**config.mk**
```make
export PLATFORM = sky130hd
export DESIGN_NAME = dmem_ctrl_flat
export DESIGN_NICKNAME = d
export VERILOG_FILES = /design/src/rtl/dmem_ctrl_pkg.sv /design/src/rtl/dmem_ctrl_if.sv /design/src/rtl/dmem_ctrl_bus_timer.sv /design/src/rtl/dmem_ctrl.sv /design/src/flat_wrapper.sv
export SDC_FILE = /design/constraint.sdc
export NUM_CORES = 1
export LEC_CHECK = 0
export BUFFER_PORTS_ARGS = -buffer_cell sky130_fd_sc_hd__buf_2
export CORE_MARGIN = 10
export CORE_UTILIZATION = 52
export CTS_BUF_LIST = sky130_fd_sc_hd__clkbuf_2
export CTS_CLUSTER_DIAMETER = 200
export DETAILED_ROUTE_END_ITERATION = 10
export PLACE_DENSITY = 0.95
export RECOVER_POWER = 25
export SETUP_SLACK_MARGIN = 0.15
export SYNTH_ARGS = -nofsm -noshare
export SYNTH_HDL_FRONTEND = slang
export SYNTH_HIERARCHICAL = 1
export SYNTH_SLANG_ARGS = --single-unit
export TNS_END_PERCENT = 30
```
**constraint.sdc**
```tcl
create_clock -name clk -period 3.6 [get_ports clk]
set_input_delay 0.72 -clock clk [delete_from_list [all_inputs] [get_ports clk]]
set_output_delay 0.72 -clock clk [all_outputs]
set_load 0.03 [all_outputs]
```
**src/rtl/dmem_ctrl_pkg.sv**
```systemverilog
// Shared types and constants for the data-memory controller.
package dmem_pkg;

  typedef enum logic [1:0] {
    IDLE  = 2'd0,
    BUSY  = 2'd1,
    DONE  = 2'd2,
    DRAIN = 2'd3
  } state_e;

  localparam logic [1:0] ALIGN_MASK      = 2'b11;
  localparam int         DEFAULT_TIMEOUT = 16;

  function automatic logic is_aligned(input logic [1:0] lsb);
    return (lsb & ALIGN_MASK) == 2'b00;
  endfunction

endpackage

```
**src/rtl/dmem_ctrl_if.sv**
```systemverilog
// Backing-bus req/ack channel between the controller (master) and memory (slave).
interface dmem_ctrl_if #(
  parameter int AW = 32,
  parameter int DW = 32
);
  logic          mem_req;
  logic          mem_we;
  logic [AW-1:0] mem_addr;
  logic [DW-1:0] mem_wdata;
  logic          mem_ack;
  logic [DW-1:0] mem_rdata;

  modport master (
    output mem_req, mem_we, mem_addr, mem_wdata,
    input  mem_ack, mem_rdata
  );

  modport slave (
    input  mem_req, mem_we, mem_addr, mem_wdata,
    output mem_ack, mem_rdata
  );
endinterface

```
**src/rtl/dmem_ctrl_bus_timer.sv**
```systemverilog
// Saturating wait counter for an outstanding bus access; expired_o is high on the
// TIMEOUT-th enabled cycle after a clear and stays high until the next clear.
module bus_timer #(
  parameter int TIMEOUT = 16
) (
  input  logic clk,
  input  logic reset,
  input  logic clr_i,
  input  logic en_i,
  output logic expired_o
);

  localparam int TW = (TIMEOUT > 1) ? $clog2(TIMEOUT) : 1;

  logic [TW-1:0] count_q;

  assign expired_o = (count_q == TW'(TIMEOUT - 1));

  always_ff @(posedge clk) begin
    if (reset || clr_i) begin
      count_q <= '0;
    end else if (en_i && !expired_o) begin
      count_q <= count_q + 1'b1;
    end
  end

endmodule

```
**src/rtl/dmem_ctrl.sv**
```systemverilog
// Datapath-to-bus memory controller: one aligned access per instruction, Stall freezes the PC for 2..TIMEOUT+1 cycles.
// Optional DMEM_STORE_BUFFER_EN posts aligned stores without stalling; later accesses wait for the drain.
module dmem_ctrl
  import dmem_pkg::*;
#(
  parameter int AW      = 32,
  parameter int DW      = 32,
  parameter int TIMEOUT = DEFAULT_TIMEOUT
) (
  input  logic            clk,
  input  logic            reset,
  input  logic            MemWrite,
  input  logic            MemRead,
  input  logic [AW-1:0]   Addr,
  input  logic [DW-1:0]   WriteData,
  output logic [DW-1:0]   ReadData,
  output logic            Stall,
  output logic            AlignErr,
  output logic            BusErr,
  dmem_ctrl_if.master     bus
);

  state_e        state_q;
  logic          req_q;
  logic          we_q;
  logic [AW-1:0] addr_q;
  logic [DW-1:0] wdata_q;
  logic [DW-1:0] rdata_q;
  logic          bus_err_q;

  logic access;
  logic aligned;
  logic start;
  logic timer_en;
  logic expired;

  assign access   = MemRead | MemWrite;
  assign aligned  = is_aligned(Addr[1:0]);
  assign start    = (state_q == IDLE) && access && aligned;
  assign AlignErr = (state_q == IDLE) && access && !aligned;
  assign timer_en = ((state_q == BUSY) || (state_q == DRAIN)) && !bus.mem_ack;

  // A misaligned access completes in its own cycle, so it must see zero data.
  assign ReadData = AlignErr ? '0 : rdata_q;
  assign BusErr   = bus_err_q;

  assign bus.mem_req   = req_q;
  assign bus.mem_we    = we_q;
  assign bus.mem_addr  = addr_q;
  assign bus.mem_wdata = wdata_q;

  bus_timer #(.TIMEOUT(TIMEOUT)) u_timer (
    .clk       (clk),
    .reset     (reset),
    .clr_i     (start),
    .en_i      (timer_en),
    .expired_o (expired)
  );

  always_comb begin
    Stall = 1'b0;
    case (state_q)
`ifdef DMEM_STORE_BUFFER_EN
      IDLE:    Stall = start && !MemWrite;
      DRAIN:   Stall = access;
`else
      IDLE:    Stall = start;
`endif
      BUSY:    Stall = 1'b1;
      default: Stall = 1'b0;
    endcase
  end

  always_ff @(posedge clk) begin
    if (reset) begin
      state_q   <= IDLE;
      req_q     <= 1'b0;
      we_q      <= 1'b0;
      addr_q    <= '0;
      wdata_q   <= '0;
      rdata_q   <= '0;
      bus_err_q <= 1'b0;
    end else begin
      bus_err_q <= 1'b0;
      case (state_q)
        IDLE: begin
          if (start) begin
            req_q   <= 1'b1;
            we_q    <= MemWrite;
            addr_q  <= Addr;
            wdata_q <= WriteData;
`ifdef DMEM_STORE_BUFFER_EN
            state_q <= MemWrite ? DRAIN : BUSY;
`else
            state_q <= BUSY;
`endif
          end
        end
        BUSY: begin
          if (bus.mem_ack) begin
            req_q   <= 1'b0;
            state_q <= DONE;
            if (!we_q) rdata_q <= bus.mem_rdata;
          end else if (expired) begin
            req_q     <= 1'b0;
            rdata_q   <= '0;
            bus_err_q <= 1'b1;
            state_q   <= DONE;
          end
        end
        DONE: state_q <= IDLE;
`ifdef DMEM_STORE_BUFFER_EN
        // Posted store: the bus registers double as the one-entry buffer.
        DRAIN: begin
          if (bus.mem_ack) begin
            req_q   <= 1'b0;
            state_q <= IDLE;
          end else if (expired) begin
            req_q     <= 1'b0;
            bus_err_q <= 1'b1;
            state_q   <= IDLE;
          end
        end
`endif
        default: state_q <= IDLE;
      endcase
    end
  end

endmodule

```
**src/flat_wrapper.sv**
```systemverilog
// flat-port wrapper written by rule: the top's interface ports become plain ports
module dmem_ctrl_flat import dmem_pkg::*;
#(
  parameter int AW      = 32,
  parameter int DW      = 32,
  parameter int TIMEOUT = DEFAULT_TIMEOUT
)
  (clk, reset, MemWrite, MemRead, Addr, WriteData, ReadData, Stall, AlignErr, BusErr, bus_mem_req, bus_mem_we, bus_mem_addr, bus_mem_wdata, bus_mem_ack, bus_mem_rdata);
  dmem_ctrl_if #(.AW(AW), .DW(DW)) bus_i ();
  input  logic clk;
  input  logic reset;
  input  logic MemWrite;
  input  logic MemRead;
  input  logic [AW-1:0] Addr;
  input  logic [DW-1:0] WriteData;
  output logic [DW-1:0] ReadData;
  output logic Stall;
  output logic AlignErr;
  output logic BusErr;
  output wire logic [$bits(bus_i.mem_req)-1:0] bus_mem_req;
  output wire logic [$bits(bus_i.mem_we)-1:0] bus_mem_we;
  output wire logic [$bits(bus_i.mem_addr)-1:0] bus_mem_addr;
  output wire logic [$bits(bus_i.mem_wdata)-1:0] bus_mem_wdata;
  input wire logic [$bits(bus_i.mem_ack)-1:0] bus_mem_ack;
  input wire logic [$bits(bus_i.mem_rdata)-1:0] bus_mem_rdata;
  assign bus_mem_req = bus_i.mem_req;
  assign bus_mem_we = bus_i.mem_we;
  assign bus_mem_addr = bus_i.mem_addr;
  assign bus_mem_wdata = bus_i.mem_wdata;
  assign bus_i.mem_ack = bus_mem_ack;
  assign bus_i.mem_rdata = bus_mem_rdata;
  dmem_ctrl #(.AW(AW), .DW(DW), .TIMEOUT(TIMEOUT)) u_core (.clk(clk), .reset(reset), .MemWrite(MemWrite), .MemRead(MemRead), .Addr(Addr), .WriteData(WriteData), .ReadData(ReadData), .Stall(Stall), .AlignErr(AlignErr), .BusErr(BusErr), .bus(bus_i));
endmodule
```
==> results.sh, run 1 <==
export IMPL_place_gp_congestion=0.814
export IMPL_synthTopCellsByArea="dfxtp_1 (49%), mux2i_1 (15%), nand2_1 (11%), a32o_1 (7.5%), nor2b_1 (5.1%)"
export IMPL_synth_main_ff_cell="dfxtp_1"
export IMPL_port_buffers=201
export IMPL_crit_chain="clkbuf_1 > inv_1 > and3_1 > buf_4 > a32o_1"
export IMPL_hp_class="in2reg"
export IMPL_drc=0
export IMPL_power_density_nw_per_um2=397
export IMPL_via_per_inst=5.06
export IMPL_cts_buffers=9
export IMPL_ys_types=34
export IMPL_path_clk_slew_ns=0.30
export IMPL_core_region_area_um2=7850
export IMPL_crit_path_end_kind="register"
export IMPL_worstPathMaxFanout=71
export IMPL_antenna_cells=0
export IMPL_critPathTopFamily="buffers and inverters"
export IMPL_num_rows=32
export IMPL_cpPeakStageDelay_ns=1.42
export IMPL_grtUsageTotal_pct=18.1
export IMPL_yosys_area_top_type="dfxtp_1"
export IMPL_met1_length_mm=4.66
export IMPL_final_min_clock_period_ns=2.67
export IMPL_p_leak_nw=2.55
export IMPL_yosys_top_cells_count="nand2_1 (129), dfxtp_1 (105), mux2i_1 (62)"
export IMPL_post_cts_setup_buffers=0
export IMPL_yosys_cell_count_top_type="nand2_1"
export IMPL_violations="max-capacitance violations, max-slew violations"
export IMPL_worstSkewPairLatency_ns=0.55
export IMPL_path_class="in2reg"
export IMPL_start_util_pct=54.3
export IMPL_drtPass1Iterations=4
export IMPL_critPathRequiredTime_ns=4.07
export IMPL_synth_top_area_share_pct=49.4
export IMPL_postRouteWirelength_mm=11.5
export IMPL_overflow=0
export IMPL_slowest_stage="inv_1"
export IMPL_cts_root_buf="clkbuf_2"
export IMPL_max_freq_ghz=0.375
export IMPL_ys_seq_area_share_pct=49.4
export IMPL_cts_hold_buf=0
export IMPL_ir_drop_uv=247
export IMPL_startpoint_type="input pin"
export IMPL_ant_nets=0
export IMPL_synth_area_um2=4260
export IMPL_grt_pass1_vias=3771
export IMPL_wl_met2_mm=5.58
export IMPL_wire_per_inst_um=15.9
export IMPL_finalMaxSlewViolations=71
export IMPL_cap_violations=1
export IMPL_die_w_um=111
export IMPL_grt_max_degree=94
export IMPL_yosys_register_bits=105
export IMPL_dieArea_um2=12200
export IMPL_cts_resized_gates=0
export IMPL_first_iter_violations=121
export IMPL_dpl_hpwl_mm=8.94
export IMPL_cp_arrival_ns=3.14
export IMPL_hold_viol_final=0
export IMPL_setup_viol=0
export IMPL_grt_antenna_before_repair=0
export IMPL_synth_area_per_cell_um2=9.84
export IMPL_cts_buffer_depth=2
export IMPL_layout_nets=719
export IMPL_slew_headroom_pct=-31.7
export IMPL_finalCritPeriodShare_pct=74.1
export IMPL_setup_tns_final_ns=0
export IMPL_async_flop_share_pct=0
export IMPL_syn2layout_area_growth_pct=24.9
export IMPL_htreeDepth=3
export IMPL_yosysWarnings=6
export IMPL_status="finished with violations"
export IMPL_final_util_pct=67.8
export IMPL_tritoncts="yes"
export IMPL_die_h_um=111
export IMPL_crit_buf_inv=3
export IMPL_finClkSkew_ns=0.0444
export IMPL_via_count=3664
export IMPL_highest_layer="met4"
export IMPL_grt_setup_unrepaired="false"
export IMPL_tightest_slew_ns=1.97
export IMPL_clock_sinks=105
export IMPL_drive_gt1_share_pct=37.3
export IMPL_io_pins=202
export IMPL_syn_nets=535
export IMPL_synth_edff_count=0
export IMPL_grt_pass1_wl_mm=18.6
export IMPL_syn_inst=433
export IMPL_route_met3_wl_mm=1.07
logic make-up after synthesis:
group	count (synthesis)	share of synthesized area (%)
AND/OR/NAND/NOR	185	20.4
adder cells (fa/ha/maj)	1	0.294
multiplexers	62	14.6
AO/OA/AOI/OAI	42	9.58
flip-flops	105	49.4
buffers and inverters	38	5.79
metrics by stage:
step | worst slack [ns] | cells | total power, W | cell area (um2) | hold WS, ns
after floorplan | 1.16 | 433 | 0.00147 | 4260 | 0.459
after global placement | 1.18 | 708 | 0.00158 | 5220 | 0.439
after detailed placement | 1.11 | 708 | 0.00159 | 5220 | 0.444
after CTS | 0.906 | 724 | 0.00214 | 5350 | 0.292
after global routing | 0.750 | 724 | 0.00222 | 5320 | 0.255
final | 0.933 | 724 | 0.00211 | 5320 | 0.344
layer usage:
layer | vias to the layer above | global-route usage, %
met3 | 15 | 8.10
met4 | 0 | 6.04
met5 | - | 0
li1 | 1838 | -
met1 | 1656 | 19.8
met2 | 155 | 30.3
registers in the layout (all words and copies together) (netlist names):
name / cells
u_core/u_timer/count_q: 4
u_core/bus.mem_wdata: 32
u_core/BusErr: 1
u_core/bus.mem_req: 1
u_core/bus.mem_we: 1
u_core/bus.mem_addr: 32
u_core/state_q: 2
u_core/rdata_q: 32
power by group:
group | total, W | leakage, nW | switching [W] | internal, W
clock | 0.000545 | 0.0647 | 0.000380 | 0.000164
combinational | 0.000334 | 1.63 | 0.000211 | 0.000123
sequential | 0.00123 | 0.853 | 0.0000225 | 0.00121
total | 0.00211 | 2.55 | 0.000614 | 0.00150
final timing paths:
kind                                from                endpoint  slack, ns  cells past startpoint
setup / recovery                   reset      u_core/rdata_q[22]       0.93                      5
hold / removal         bus_mem_rdata[25]      u_core/rdata_q[25]       0.34                      2
setup reg to reg       u_core/state_q[1]  u_core/bus.mem_addr[9]       1.54                      5
hold reg to reg   u_core/bus.mem_addr[6]  u_core/bus.mem_addr[6]       0.47                      2
area by class of cell:
type / instances / area [um2]
clock buffer: 9 / 45.0
tap: 102 / 128
clock inverter: 7 / 78.8
timing repair buffer: 207 / 1060
multi-input combinational: 290 / 1890
sequential: 105 / 2100
fill: 644 / 2530
inverter: 4 / 16.3
cells in the final DEF (no fill, tap or decap), types with 3 or more instances in the layout:
master and instances:
nor2_1 4, dfxtp_1 105, nand2_1 129, clkinvlp_4 3
nor2b_1 35, and3_1 4, mux2i_1 62, buf_4 5
buf_2 200, inv_1 3, clkbuf_2 9, a32o_1 32
Power figures use the tool's default switching activity.
==> run 2, diff against run 1 <==
Settings changed: CORE_UTILIZATION 52 to 43, PLACE_DENSITY 0.95 to 0.85.
Clock period 3.6 ns to 2.3 ns, I/O delays scaled along.
==> results.sh, run 2 (synthesis results as in run 1) <==
export IMPL_status="finished clean"
export IMPL_finalCritPeriodShare_pct=97.6
export IMPL_cts_root_buf="clkbuf_2"
export IMPL_first_iter_violations=258
export IMPL_worstSkewPairLatency_ns=0.55
export IMPL_dpl_hpwl_mm=8.78
export IMPL_r2r_end="u_core/rdata_q[14]"
export IMPL_grt_setup_unrepaired="true"
export IMPL_final_min_clock_period_ns=2.24
export IMPL_die_w_um=120
export IMPL_cap_violations=0
export IMPL_hold_viol_final=0
export IMPL_tritoncts="yes"
export IMPL_grt_pass1_wl_mm=18.3
export IMPL_via_count=3676
export IMPL_layout_nets=717
export IMPL_finClkSkew_ns=0.0195
export IMPL_grt_max_degree=163
export IMPL_cts_buffers=9
export IMPL_dieArea_um2=14300
export IMPL_hold_ws_ns=0.0971
export IMPL_drtPass1Iterations=5
export IMPL_port_buffers=201
export IMPL_max_freq_ghz=0.446
export IMPL_crit_path_end_kind="output pin"
export IMPL_wire_per_inst_um=15.4
export IMPL_pre_cts_slack_ns=0.104
export IMPL_r2r_start="u_core/u_timer/count_q[0]"
export IMPL_worstPathMaxFanout=33
export IMPL_post_cts_setup_buffers=0
export IMPL_final_common_cell="buf_2"
export IMPL_via_per_inst=4.88
export IMPL_hold_path_end="u_core/rdata_q[6]"
export IMPL_core_region_area_um2=9730
export IMPL_start_util_pct=43.8
export IMPL_layout_common_cells="buf_2 (201), nand2_1 (129), dfxtp_1 (103), mux2i_1 (62), nor2b_1 (35)"
export IMPL_cts_buffer_depth=2
export IMPL_clock_sinks=105
export IMPL_rr_worst_depth=6
export IMPL_met1_length_mm=4.63
export IMPL_num_fill_cells=886
export IMPL_p_leak_nw=2.55
export IMPL_critPathRequiredTime_ns=1.84
export IMPL_setup_viol=0
export IMPL_hold_start="bus_mem_rdata[6]"
export IMPL_wl_met2_mm=5.70
export IMPL_htreeDepth=3
export IMPL_tightest_slew_ns=1.15
export IMPL_route_met3_wl_mm=1.00
export IMPL_power_total_w=0.00336
export IMPL_io_pins=202
export IMPL_grt_pass1_vias=3793
export IMPL_drive_gt1_share_pct=37.2
export IMPL_worstHoldPathCells=2
export IMPL_finalMaxSlewViolations=0
export IMPL_path_clk_slew_ns=0.25
export IMPL_path_class="reg2out"
export IMPL_final_setup_worst_slack_ns=0.0563
export IMPL_ant_nets=0
export IMPL_syn2layout_area_growth_pct=26.0
export IMPL_place_gp_congestion=0.779
export IMPL_cp_arrival_ns=1.78
export IMPL_grt_antenna_before_repair=1
export IMPL_slew_headroom_pct=23.2
export IMPL_hp_class="in2reg"
export IMPL_grtUsageTotal_pct=15.4
export IMPL_postRouteWirelength_mm=11.6
export IMPL_cp_startpoint="u_core/state_q[1]"
export IMPL_reg2reg_slack_ns=0.26
export IMPL_highest_layer="met4"
export IMPL_drc=0
export IMPL_startpoint_type="register"
export IMPL_ir_drop_uv=262
export IMPL_overflow=0
export IMPL_num_rows=36
export IMPL_power_density_nw_per_um2=627
export IMPL_die_h_um=120
## run 2: final cells by class
cell class	instances	area, um2	share of cell area (%)
Timing Repair Buffer	205	1060	19.7
Clock inverter	5	71.3	1.33
Sequential cell	105	2100	39.2
Tap cell	133	166	3.10
Clock buffer	10	50.0	0.932
Inverter	4	18.8	0.350
Multi-Input combinational cell	290	1900	35.3
Antenna cell	1	2.50	0.0466
## run 2: metrics by stage
| step | utilization (%) | setup TNS (ns) | instances | instance area [um2] |
|---|---|---|---|---|
| floorplan | - | 0 | 433 | 4260 |
| global placement | 54.2 | 0 | 737 | 5270 |
| detailed placement | 54.2 | 0 | 737 | 5270 |
| CTS | 55.5 | 0 | 752 | 5400 |
| global route | 55.2 | -1.74 | 753 | 5370 |
| finish | 55.2 | 0 | 753 | 5370 |
## run 2: worst max path at each step
stage / end / slack (ns) / cells past startpoint
finish: ReadData[12] / 0.06 / 4
global route: ReadData[16] / -0.07 / 4
CTS: ReadData[12] / 0.004 / 4
detailed placement: u_core/rdata_q[14] / 0.10 / 6
global placement: u_core/rdata_q[13] / 0.22 / 6
floorplan: ReadData[22] / 0.38 / 4
## run 2: critical path: stages, from the launching register on
cell and delay (ns):
dfxtp_2 0.42, nor4_4 0.33, buf_12 0.22, nor2b_1 0.07, buf_2 0.18
## run 2: per-layer routing
| layer | track usage, % | vias to the layer above |
|---|---|---|
| met1 | 16.2 | 1661 |
| li1 | - | 1841 |
| met3 | 5.58 | 19 |
| met5 | 0 | - |
| met4 | 6.41 | 0 |
| met2 | 27.3 | 155 |
## run 2: power by group
part,internal [W],switching [W]
combinational,0.000196,0.000333
sequential,0.00189,0.0000338
clock,0.000348,0.000560
total,0.00244,0.000927
## run 2: what timing repair did
action	4_1_cts	5_1_grt
hold buffers	0	0
endpoints found under the setup margin	65	65
pin swaps	0	0
gates resized for setup	2	1
